==> config.mk <==
export PLATFORM = sky130hd
export DESIGN_NAME = keccak_block_loader
export DESIGN_NICKNAME = d
export VERILOG_FILES = /design/src/rtl/keccak_block_loader.sv
export SDC_FILE = /design/constraint.sdc
export NUM_CORES = 1
export LEC_CHECK = 0
export ABC_AREA = 1
export BUFFER_PORTS_ARGS = -buffer_cell sky130_fd_sc_hd__buf_2
export CAP_MARGIN = 10
export CORE_MARGIN = 3
export CORE_UTILIZATION = 30
export DETAILED_ROUTE_END_ITERATION = 10
export PLACE_DENSITY_LB_ADDON = 0.12
export SKIP_CTS_REPAIR_TIMING = 1
export SYNTH_ARGS = -nofsm -noshare
export SYNTH_HDL_FRONTEND = slang
export SYNTH_SLANG_ARGS = --single-unit
==> constraint.sdc <==
create_clock -name clk_i -period 4.3 [get_ports clk_i]
set_input_delay 0.43 -clock clk_i [delete_from_list [all_inputs] [get_ports clk_i]]
set_output_delay 0.43 -clock clk_i [all_outputs]
set_load 0.05 [all_outputs]
==> src/rtl/keccak_block_loader.sv <==
// Purpose : packs a 32-bit message word stream into two-word Keccak state-register
//           writes, zero-fills the tail of a partial rate block and kicks the permutation.
// Latency : a write appears one cycle after its second word (or final odd word) is accepted;
//           perm_start_o comes one cycle after the block's last write; done_o comes one
//           cycle after the final perm_done_i.
// Backpress: in_ready_o is high only while filling; words are held off during zero-fill,
//           permutation and completion.
//
// Ports:
//   clk_i, rst_i          clock, asynchronous active-high reset
//   start_i               begin a message (only honoured when idle)
//   in_valid_i/in_ready_o word handshake; in_data_i word, in_last_i marks final word
//   reg_en_o/reg_index_o  state-register two-lane write: lanes index and index+1
//   reg_data0_o/1_o       data for lane index / index+1
//   perm_start_o          one-cycle permutation kick; perm_done_i completion pulse
//   busy_o, done_o        status; block_cnt_o permutations issued since start_i (saturating)

module keccak_block_loader #(
   parameter int RATE_WORDS = 34,   // even, 2..50
   parameter int CNT_W      = 16
) (
   input  logic             clk_i,
   input  logic             rst_i,
   input  logic             start_i,
   input  logic             in_valid_i,
   output logic             in_ready_o,
   input  logic [31:0]      in_data_i,
   input  logic             in_last_i,
   output logic             reg_en_o,
   output logic [5:0]       reg_index_o,
   output logic [31:0]      reg_data0_o,
   output logic [31:0]      reg_data1_o,
   output logic             perm_start_o,
   input  logic             perm_done_i,
   output logic             busy_o,
   output logic             done_o,
   output logic [CNT_W-1:0] block_cnt_o
);

   typedef enum logic [2:0] {
      S_IDLE,
      S_FILL,
      S_FLUSH,
      S_START,
      S_WAIT,
      S_DONE
   } state_t;

   // Index of the last lane pair inside the rate portion.
   localparam logic [5:0] LAST_IDX = 6'(RATE_WORDS - 2);

   state_t             state_q, state_d;
   logic [5:0]         idx_q, idx_d;
   logic [31:0]        hold_q, hold_d;
   logic               phase_q, phase_d;
   logic               last_q, last_d;
   logic               reg_en_q, reg_en_d;
   logic [5:0]         reg_index_q, reg_index_d;
   logic [31:0]        reg_data0_q, reg_data0_d;
   logic [31:0]        reg_data1_q, reg_data1_d;
   logic               perm_start_q, perm_start_d;
   logic               done_q, done_d;
   logic [CNT_W-1:0]   block_cnt_q, block_cnt_d;

   logic               accept;

   assign in_ready_o   = (state_q == S_FILL);
   assign busy_o       = (state_q != S_IDLE);
   assign accept       = in_valid_i && in_ready_o;

   assign reg_en_o     = reg_en_q;
   assign reg_index_o  = reg_index_q;
   assign reg_data0_o  = reg_data0_q;
   assign reg_data1_o  = reg_data1_q;
   assign perm_start_o = perm_start_q;
   assign done_o       = done_q;
   assign block_cnt_o  = block_cnt_q;

   always_comb begin
      state_d      = state_q;
      idx_d        = idx_q;
      hold_d       = hold_q;
      phase_d      = phase_q;
      last_d       = last_q;
      reg_en_d     = 1'b0;
      reg_index_d  = reg_index_q;
      reg_data0_d  = reg_data0_q;
      reg_data1_d  = reg_data1_q;
      perm_start_d = 1'b0;
      done_d       = 1'b0;
      block_cnt_d  = block_cnt_q;

      unique case (state_q)
         S_IDLE: begin
            if (start_i) begin
               state_d     = S_FILL;
               idx_d       = '0;
               phase_d     = 1'b0;
               last_d      = 1'b0;
               block_cnt_d = '0;
            end
         end

         S_FILL: begin
            if (accept) begin
               if (!phase_q && !in_last_i) begin
                  // First word of a pair: park it until its partner arrives.
                  hold_d  = in_data_i;
                  phase_d = 1'b1;
               end else begin
                  // Complete pair, or a lone final word padded with zero.
                  reg_en_d    = 1'b1;
                  reg_index_d = idx_q;
                  reg_data0_d = phase_q ? hold_q : in_data_i;
                  reg_data1_d = phase_q ? in_data_i : 32'h0;
                  idx_d       = idx_q + 6'd2;
                  phase_d     = 1'b0;
                  last_d      = last_q | in_last_i;
                  if (idx_q == LAST_IDX) begin
                     state_d = S_START;
                  end else if (in_last_i) begin
                     state_d = S_FLUSH;
                  end
               end
            end
         end

         S_FLUSH: begin
            reg_en_d    = 1'b1;
            reg_index_d = idx_q;
            reg_data0_d = 32'h0;
            reg_data1_d = 32'h0;
            idx_d       = idx_q + 6'd2;
            if (idx_q == LAST_IDX) begin
               state_d = S_START;
            end
         end

         // The block's final write is visible on the outputs during this cycle.
         S_START: begin
            state_d      = S_WAIT;
            perm_start_d = 1'b1;
            if (block_cnt_q != '1) begin
               block_cnt_d = block_cnt_q + 1'b1;
            end
         end

         // perm_start_q is high exactly on the first WAIT cycle, so it doubles as
         // the mask that ignores a done pulse coincident with the kick.
         S_WAIT: begin
            if (perm_done_i && !perm_start_q) begin
               if (last_q) begin
                  state_d = S_DONE;
                  done_d  = 1'b1;
               end else begin
                  state_d = S_FILL;
                  idx_d   = '0;
                  phase_d = 1'b0;
               end
            end
         end

         S_DONE: begin
            state_d = S_IDLE;
         end

         default: begin
            state_d = S_IDLE;
         end
      endcase
   end

   always_ff @(posedge clk_i or posedge rst_i) begin
      if (rst_i) begin
         state_q      <= S_IDLE;
         idx_q        <= '0;
         hold_q       <= '0;
         phase_q      <= 1'b0;
         last_q       <= 1'b0;
         reg_en_q     <= 1'b0;
         reg_index_q  <= '0;
         reg_data0_q  <= '0;
         reg_data1_q  <= '0;
         perm_start_q <= 1'b0;
         done_q       <= 1'b0;
         block_cnt_q  <= '0;
      end else begin
         state_q      <= state_d;
         idx_q        <= idx_d;
         hold_q       <= hold_d;
         phase_q      <= phase_d;
         last_q       <= last_d;
         reg_en_q     <= reg_en_d;
         reg_index_q  <= reg_index_d;
         reg_data0_q  <= reg_data0_d;
         reg_data1_q  <= reg_data1_d;
         perm_start_q <= perm_start_d;
         done_q       <= done_d;
         block_cnt_q  <= block_cnt_d;
      end
   end

endmodule

==> results of run 1 <==
layer usage:
layer / track usage, % / vias up
met1: 20.6 / 2322
met2: 24.0 / 111
met3: 4.78 / 13
li1: - / 2557
met4: 4.28 / 0
met5: 0 / -
worst max path at each step:
stage                from              end  slack, ps
6_report       state_q[0]  reg_data0_o[25]       1600
5_1_grt        state_q[0]  reg_data0_o[26]       1240
4_1_cts        state_q[0]  reg_data0_o[25]       1490
3_5_place_dp   state_q[0]  reg_data0_o[25]       1500
3_3_place_gp   state_q[0]  reg_data0_o[23]       1520
2_1_floorplan       rst_i   block_cnt_o[0]        400
kinds of logic (layout without fill, tap and decap cells):
kind of cell    count (synthesis)  count (layout)  synth area share, %
fa+ha+maj                       2               2                0.423
xor+xnor                        8               8                 1.19
other cells                     1               1               0.0635
simple gates                  375             375                 26.2
flops                         130             130                 55.1
compound gates                110             110                 10.0
buf+inv                        95             225                 7.01
worst max-delay path: stages (launching register included):
cell	delay (ps)
dfrtp_1	450
nor2_2	90
nand2_2	590
nand2_2	210
inv_2	130
nor2_4	50
inv_2	530
buf_4	390
nand2_1	90
o21ai_1	80
state kept, by name, indices dropped and copies added, names as in the netlist, 3 cells and up:
signal and flops:
idx_q 5, state_q 3, hold_q 32, reg_data0_o 32, block_cnt_o 16, reg_data1_o 32, reg_index_o 5
synth_stat cells:
cell type,number
clkinv_1,1
nand3b_1,1
o211ai_1,11
buf_6,3
inv_1,56
xnor2_1,1
a21oi_1,4
o21ai_0,76
ha_1,2
nand3_1,75
o31ai_1,1
o21ai_1,17
clkbuf_1,11
buf_4,3
or2_2,1
nor2_1,21
nand2_1,262
a21oi_4,1
conb_1,1
nor2_4,1
buf_2,19
xor2_1,7
nand2_2,4
inv_2,2
nand4_1,6
nor2_2,4
dfrtp_1,130
per-stage QoR:
step | hold slack, ps | instance area, um^2 | utilization (%)
after detailed placement | 460 | 6750 | 35.5
after global routing | 225 | 7420 | 39.0
after global placement | 457 | 6750 | 35.5
final | 157 | 7420 | 39.0
after CTS | 198 | 7420 | 39.0
after floorplan | 453 | 5910 | -
cell type report:
class | count | area (um^2) | share of cell area [%]
Inverter | 59 | 226 | 3.05
Tap cell | 260 | 325 | 4.38
Clock buffer | 24 | 502 | 6.76
Multi-Input combinational cell | 496 | 2250 | 30.4
Clock inverter | 8 | 171 | 2.31
Sequential cell | 130 | 3250 | 43.8
Timing Repair Buffer | 134 | 688 | 9.27
power by group:
group | switching, W | internal [W]
sequential | 0.000267 | 0.00169
clock | 0.000542 | 0.00111
combinational | 0.00234 | 0.000652
total | 0.00315 | 0.00345
cell usage in the layout, fill, tap and decap left out, drive strengths merged, types with 3 or more instances in the layout:
cell / synthesis / routed
dfrtp: 130 / 130
nor2: 26 / 26
nand3: 75 / 75
bufinv: 0 / 5
clkinv: 1 / 3
a21oi: 5 / 5
o21ai: 93 / 93
xor2: 7 / 7
nand2: 266 / 266
o211ai: 11 / 11
clkbuf: 11 / 24
nand4: 6 / 6
inv: 58 / 58
buf: 25 / 134
==> results.toml, run 1 <==
[timing]
timing_max_transition_violations_final = 0
rsz0062_at_grt = "false"
hold_viol = 0
finalClockSkew_ps = 7.11
max_freq_ghz = 0.371
setup_viol = 0
maxSlewHeadroom_pct = 39.1
worst_pin_slew_ps = 912
layout_setup_ws_ps = 1600
finalSetupTns_ps = 0
period_minus_slack_ps = 2700
finalCritPeriodShare_pct = 62.7

[setup_path]
reg2reg_depth = 9
worstSetupPathType = "reg2reg"
worstReg2RegStart = "state_q[0]"
crit_arrival_ps = 3040
critPathCaptureType = "register"
path_max_fanout = 40
r2r_slack_ps = 1600
crit_required_ps = 4640
r2r_end = "reg_data0_o[25]"
startpoint_type = "register"

[die]
die_w_um = 146
row_count = 50
die-area_um2 = 21400
fp.dieH_um = 146
start_util_pct = 31.1
ios = 129
core_um2 = 19000

[clock_tree]
cts_tree = "done"
insertion_delay_ps = 420
cts.root.buffer_cell = "clkbuf_16"
htree_levels = 4
clock_sinks = 130
cts.clk_slew.worst_paths_ps = 60
cts_made_buffers = 17
clockBufferDepth = 2

[layout]
drive_above_1_share_pct = 21.2
fillers = 2010
area_growth_pct = 25.6
final_nets = 878
antenna_cells = 0
fin_cells = 1111

[run]
maxCapViolCount = 0

[global_routing]
grt-ovfl-total = 0
antenna_found_initial = 0
grt_pass1_vias = 4946
grt_pass1_wl_mm = 26.3
grt_usage_pct = 15.3
grt_max_degree = 79

[routing]
wirelength_mm = 16.0
first_pass_iters = 6
drt_iter0_drc = 225
vias = 5003
top_layer = "met4"
vias_per_cell = 4.50
wl_met3_um = 945
dr_wl_met2_mm = 7.32
drc = 0
met1_length_mm = 7.55
wl_per_cell_um = 14.4
ant_nets = 0

[synth]
yosysSeqAreaShare_pct = 55.1
synth_seq_cells = 130
synth_cell_type_count = 27
avgSynthCellArea_um2 = 8.19
yosys_warnings = 0
yosys.area.top_type = "dfrtp_1"
synth_area_um2 = 5910
syn-num-nets = 761
synth_area_leaders = "dfrtp_1 (55%), nand2_1 (17%), o21ai_0 (6.4%)"
synth_cells = 721
synth_top_area_share_pct = 55.1

[placement]
port-buffer-count = 127
dp_slack_ps = 1500
dp_cells = 1079
dp_hpwl_mm = 10.2
place_congestion = 0.785

[power]
p_leak_nw = 3.98
finalPower_w = 0.00660
peakVddDrop_mv = 0.516
powerDensity_nw_per_um2 = 890

[worst_hold_path]
hp-class = "in2async"

[status]
status = "complete, no violations"
Note: power is estimated with default switching activity, not from simulation.
==> run 2: changes to the inputs <==
clock period = 2.7 ns   (was 4.3 ns; I/O delays follow)
==> run 2 against run 1 <==
Effect of this change: cell count grew 0.36%; core utilization is essentially flat; die area is the same; hold slack lost 61 ps.
==> results.toml, run 2 (synthesized netlist as in run 1, its figures left out) <==
[status]
status = "complete, no violations"

[setup_path]
crit_buf_inv = 3
path_delay_family = "simple AND/OR/NAND/NOR gates"
path_max_fanout = 18
critPathCaptureType = "register"
startpoint_type = "register"
slowest_delay_ps = 460
crit_arrival_ps = 2340
critPathSlowestCell = "dfrtp_1"
worstSetupPathType = "reg2reg"
cp_cell_sequence = "nor2_2, nand2_2, buf_4, inv_1, nor2_4, buf_12, nand3_1, nand2_1"
crit_required_ps = 3050

[clock_tree]
cts_tree = "done"
cts_made_buffers = 17
cts.clk_slew.worst_paths_ps = 60
cts.root.buffer_cell = "clkbuf_16"
clockBufferDepth = 2
htree_levels = 4
insertion_delay_ps = 410
clock_sinks = 130

[power]
p_int_w = 0.00528
p_comb_share_pct = 47.3
powerDensity_nw_per_um2 = 1380
p_sw_share_pct = 48.3
p_leak_nw = 3.98
finalPower_w = 0.0102
clock_power_share_pct = 22.2
sequentialPowerShare_pct = 30.5
p_switching_w = 0.00494
peakVddDrop_mv = 0.683

[routing]
vias_per_cell = 4.50
wirelength_mm = 15.6
ant_nets = 0
wl_per_cell_um = 14.0
drt_iter0_drc = 215
drc = 0
first_pass_iters = 4
vias = 5019

[timing]
max_freq_ghz = 0.502
maxSlewHeadroom_pct = 57.0
finalCritPeriodShare_pct = 73.8
hold_viol = 0
finalSetupTns_ps = 0
timing_max_transition_violations_final = 0
worst_pin_slew_ps = 645
whs_ps = 95.7
rsz0062_at_grt = "false"
period_minus_slack_ps = 1990
finalClockSkew_ps = 8.83
setup_viol = 0

[layout]
fin_cells = 1115
area_growth_pct = 25.6
design_area_um2 = 7420
final_common_cell = "nand2_1"
antenna_cells = 0
final_nets = 884
fillers = 2028
mostFrequentLayoutCells = "nand2_1 (262), dfrtp_1 (130), buf_2 (127), o21ai_0 (76), nand3_1 (74)"
drive_above_1_share_pct = 21.3

[global_routing]
grt_usage_pct = 15.4
grt-ovfl-total = 0
grt_pass1_vias = 5000
grt_max_degree = 66
antenna_found_initial = 2
grt_pass1_wl_mm = 26.6

[die]
core_um2 = 19000
die_w_um = 146
fp.dieH_um = 146
row_count = 50
ios = 129
start_util_pct = 31.1
die-area_um2 = 21400

[run]
maxCapViolCount = 0

[placement]
place_congestion = 0.775
placed_area_um2 = 6830
port-buffer-count = 127
dp_cells = 1084
dp_hpwl_mm = 10.6

[worst_hold_path]
hp-class = "in2reg"
## run 2: worst paths after layout
check                                 from               to  slack (ps)  depth (start not counted)
hold / removal                in_data_i[2]   reg_data1_o[2]         100                          3
hold reg to reg            reg_data1_o[25]  reg_data1_o[25]         470                          2
max in group asynchronous            rst_i  reg_data1_o[14]        1510                          4
setup / recovery                state_q[0]   reg_data1_o[4]         710                          8
min in group asynchronous            rst_i   reg_data1_o[3]         490                          3
setup reg to reg                state_q[0]   reg_data1_o[4]         710                          8
## run 2: metrics by stage
| step | utilization (%) | setup slack (ps) |
|---|---|---|
| 2_1_floorplan | - | 770 |
| 6_report | 39.0 | 707 |
| 4_1_cts | 39.0 | 707 |
| 3_5_place_dp | 35.9 | 724 |
| 5_1_grt | 39.0 | 515 |
| 3_3_place_gp | 35.9 | 703 |
## run 2: power groups by stage
stage / combinational [W] / clock, W / sequential [W]
2_1_floorplan: 0.00214 / 0 / 0.00470
3_3_place_gp: 0.00492 / 0 / 0.00314
3_5_place_dp: 0.00493 / 0 / 0.00315
4_1_cts: 0.00494 / 0.00233 / 0.00313
5_1_grt: 0.00535 / 0.00244 / 0.00323
6_report: 0.00484 / 0.00227 / 0.00312
## run 2: layout make-up
class	count	area (um^2)	share of cell area (%)
clock buffer	25	505	6.81
clock inverter	5	75.1	1.01
inverter	59	225	3.03
multi-input combinational	496	2250	30.4
sequential	130	3250	43.8
tap	260	325	4.38
timing repair buffer	140	786	10.6
## run 2: worst register-to-register path: stages, from the launching register on
cell     delay [ps]
dfrtp_1         460
nor2_2          100
nand2_2         100
buf_4           280
inv_1           150
nor2_4          430
buf_12          220
nand3_1         110
nand2_1          90
## run 2: routing by layer
metal  global-route usage (%)  part of all wire [%]  routed length, um
met2                     24.9                    47               7380
met3                     4.72                   5.7                889
met5                        0                 0.090                 14
met4                     4.14                   1.1                170
met1                     20.0                    46               7150
==> run 3: changes to the inputs <==
clock period = 1.9 ns   (was 2.7 ns; I/O delays follow)
==> run 3 against run 2 <==
Effect of this change: cell count is 0.99% higher; setup slack worse by 580 ps; design area is 3.1% higher; hold slack worse by 84 ps; critical path type is now reg2out; first-iteration DRC count is 22% higher; clock skew hardly changed; sequential power is 41% higher; critical endpoint is now in_ready_o; non-clock buffer count is 9 higher; total power is 51% higher; die area stayed put; wire length is 1.0% lower.
==> results.toml, run 3 (synthesized netlist as in run 1, its figures left out) <==
[placement]
place_congestion = 0.759
dp_hpwl_mm = 10.4
dp_slack_ps = 40.3
port-buffer-count = 127

[timing]
period_minus_slack_ps = 1770
worst_pin_slew_ps = 860
finalClockSkew_ps = 8.70
layout_setup_ws_ps = 126
setup_viol = 0
finalSetupTns_ps = 0
whs_ps = 12.2
rsz0062_at_grt = "false"
timing_max_transition_violations_final = 0
finalCritPeriodShare_pct = 93.4
max_freq_ghz = 0.564
maxSlewHeadroom_pct = 42.6
hold_viol = 0

[clock_tree]
cts.clk_slew.worst_paths_ps = 60
cts_made_buffers = 17
clock_sinks = 130
htree_levels = 4
cts_tree = "done"
insertion_delay_ps = 410
cts.root.buffer_cell = "clkbuf_16"
clockBufferDepth = 2

[global_routing]
grt-ovfl-total = 0
grt_pass1_vias = 4867
grt_pass1_wl_mm = 25.5
antenna_found_initial = 1
grt_max_degree = 59
grt.busiest_layer = "met2"
met2_usage_pct = 23.5
grtUsageMet1_pct = 20.1
grt_usage_pct = 14.7
use_met3_pct = 3.20

[routing]
drc = 0
ant_nets = 0
wirelength_mm = 15.4
first_pass_iters = 6
vias_per_cell = 4.44
vias = 5005
drt_iter0_drc = 263
wl_per_cell_um = 13.7

[run]
maxCapViolCount = 0

[power]
powerDensity_nw_per_um2 = 2020
p_leak_nw = 4.09
peakVddDrop_mv = 0.723

[die]
start_util_pct = 31.1
die-area_um2 = 21400
row_count = 50
die_w_um = 146
core_um2 = 19000
ios = 129
fp.dieH_um = 146

[setup_path]
crit_arrival_ps = 1580
crit_required_ps = 1710
worstSetupStartpoint = "state_q[2]"
worstSetupPathType = "reg2out"
startpoint_type = "register"
critPathCaptureType = "output pin"
path_max_fanout = 5
worstReg2RegStart = "state_q[2]"

[layout]
antenna_cells = 0
mostFrequentLayoutCells = "nand2_1 (262), dfrtp_1 (130), buf_2 (126), o21ai_0 (76), nand3_1 (74)"
final_nets = 893
area_growth_pct = 29.5
utilization_pct = 40.2
drive_above_1_share_pct = 22.5
final_common_cell = "nand2_1"

[worst_hold_path]
hp-class = "in2reg"
min-delay-start = "in_data_i[23]"

[status]
status = "complete, no violations"
-- run 3: worst paths after layout --
path	depth (start not counted)	slack, ps	endpoint
min	3	10	reg_data1_o[23]
min reg2reg	2	470	reg_data1_o[23]
min in group asynchronous	3	260	reg_data1_o[3]
max	5	130	in_ready_o
max reg2reg	8	170	reg_data1_o[16]
max in group asynchronous	4	1090	block_cnt_o[1]
-- run 3: power breakdown --
| part | switching [W] | internal, W | leakage (nW) |
|---|---|---|---|
| registers | 0.000574 | 0.00383 | 1.71 |
| clock network | 0.00125 | 0.00276 | 0.343 |
| logic | 0.00532 | 0.00170 | 2.03 |
| total | 0.00714 | 0.00829 | 4.09 |
-- run 3: per-stage QoR --
stage	power, W	instances	cell area, um^2
2_1_floorplan	0.00973	721	5910
3_3_place_gp	0.0116	1092	6910
3_5_place_dp	0.0116	1092	6910
4_1_cts	0.0157	1124	7630
5_1_grt	0.0165	1126	7650
6_report	0.0154	1126	7650
-- run 3: worst max-delay path, cell delays in order, from the launching register on --
cell	delay, ps
dfrtp_1	420
nor2_1	170
nand2_2	80
buf_4	150
inv_1	100
clkbuf_4	240
-- run 3: final cells by class --
| cell class | count | area, um^2 |
|---|---|---|
| repair buffers | 149 | 875 |
| well taps | 260 | 325 |
| clock buffers | 18 | 439 |
| multi-input cells | 496 | 2250 |
| fillers | 2002 | 11400 |
| clock inverters | 14 | 282 |
| inverters | 59 | 225 |
| flip-flops and latches | 130 | 3250 |
-- run 3: per-layer routing --
metal  share of wire [%]  vias up
met1                  48     2291
met4                 1.2        2
met5               0.045        -
met3                 4.1       20
li1                    -     2585
met2                  46      107
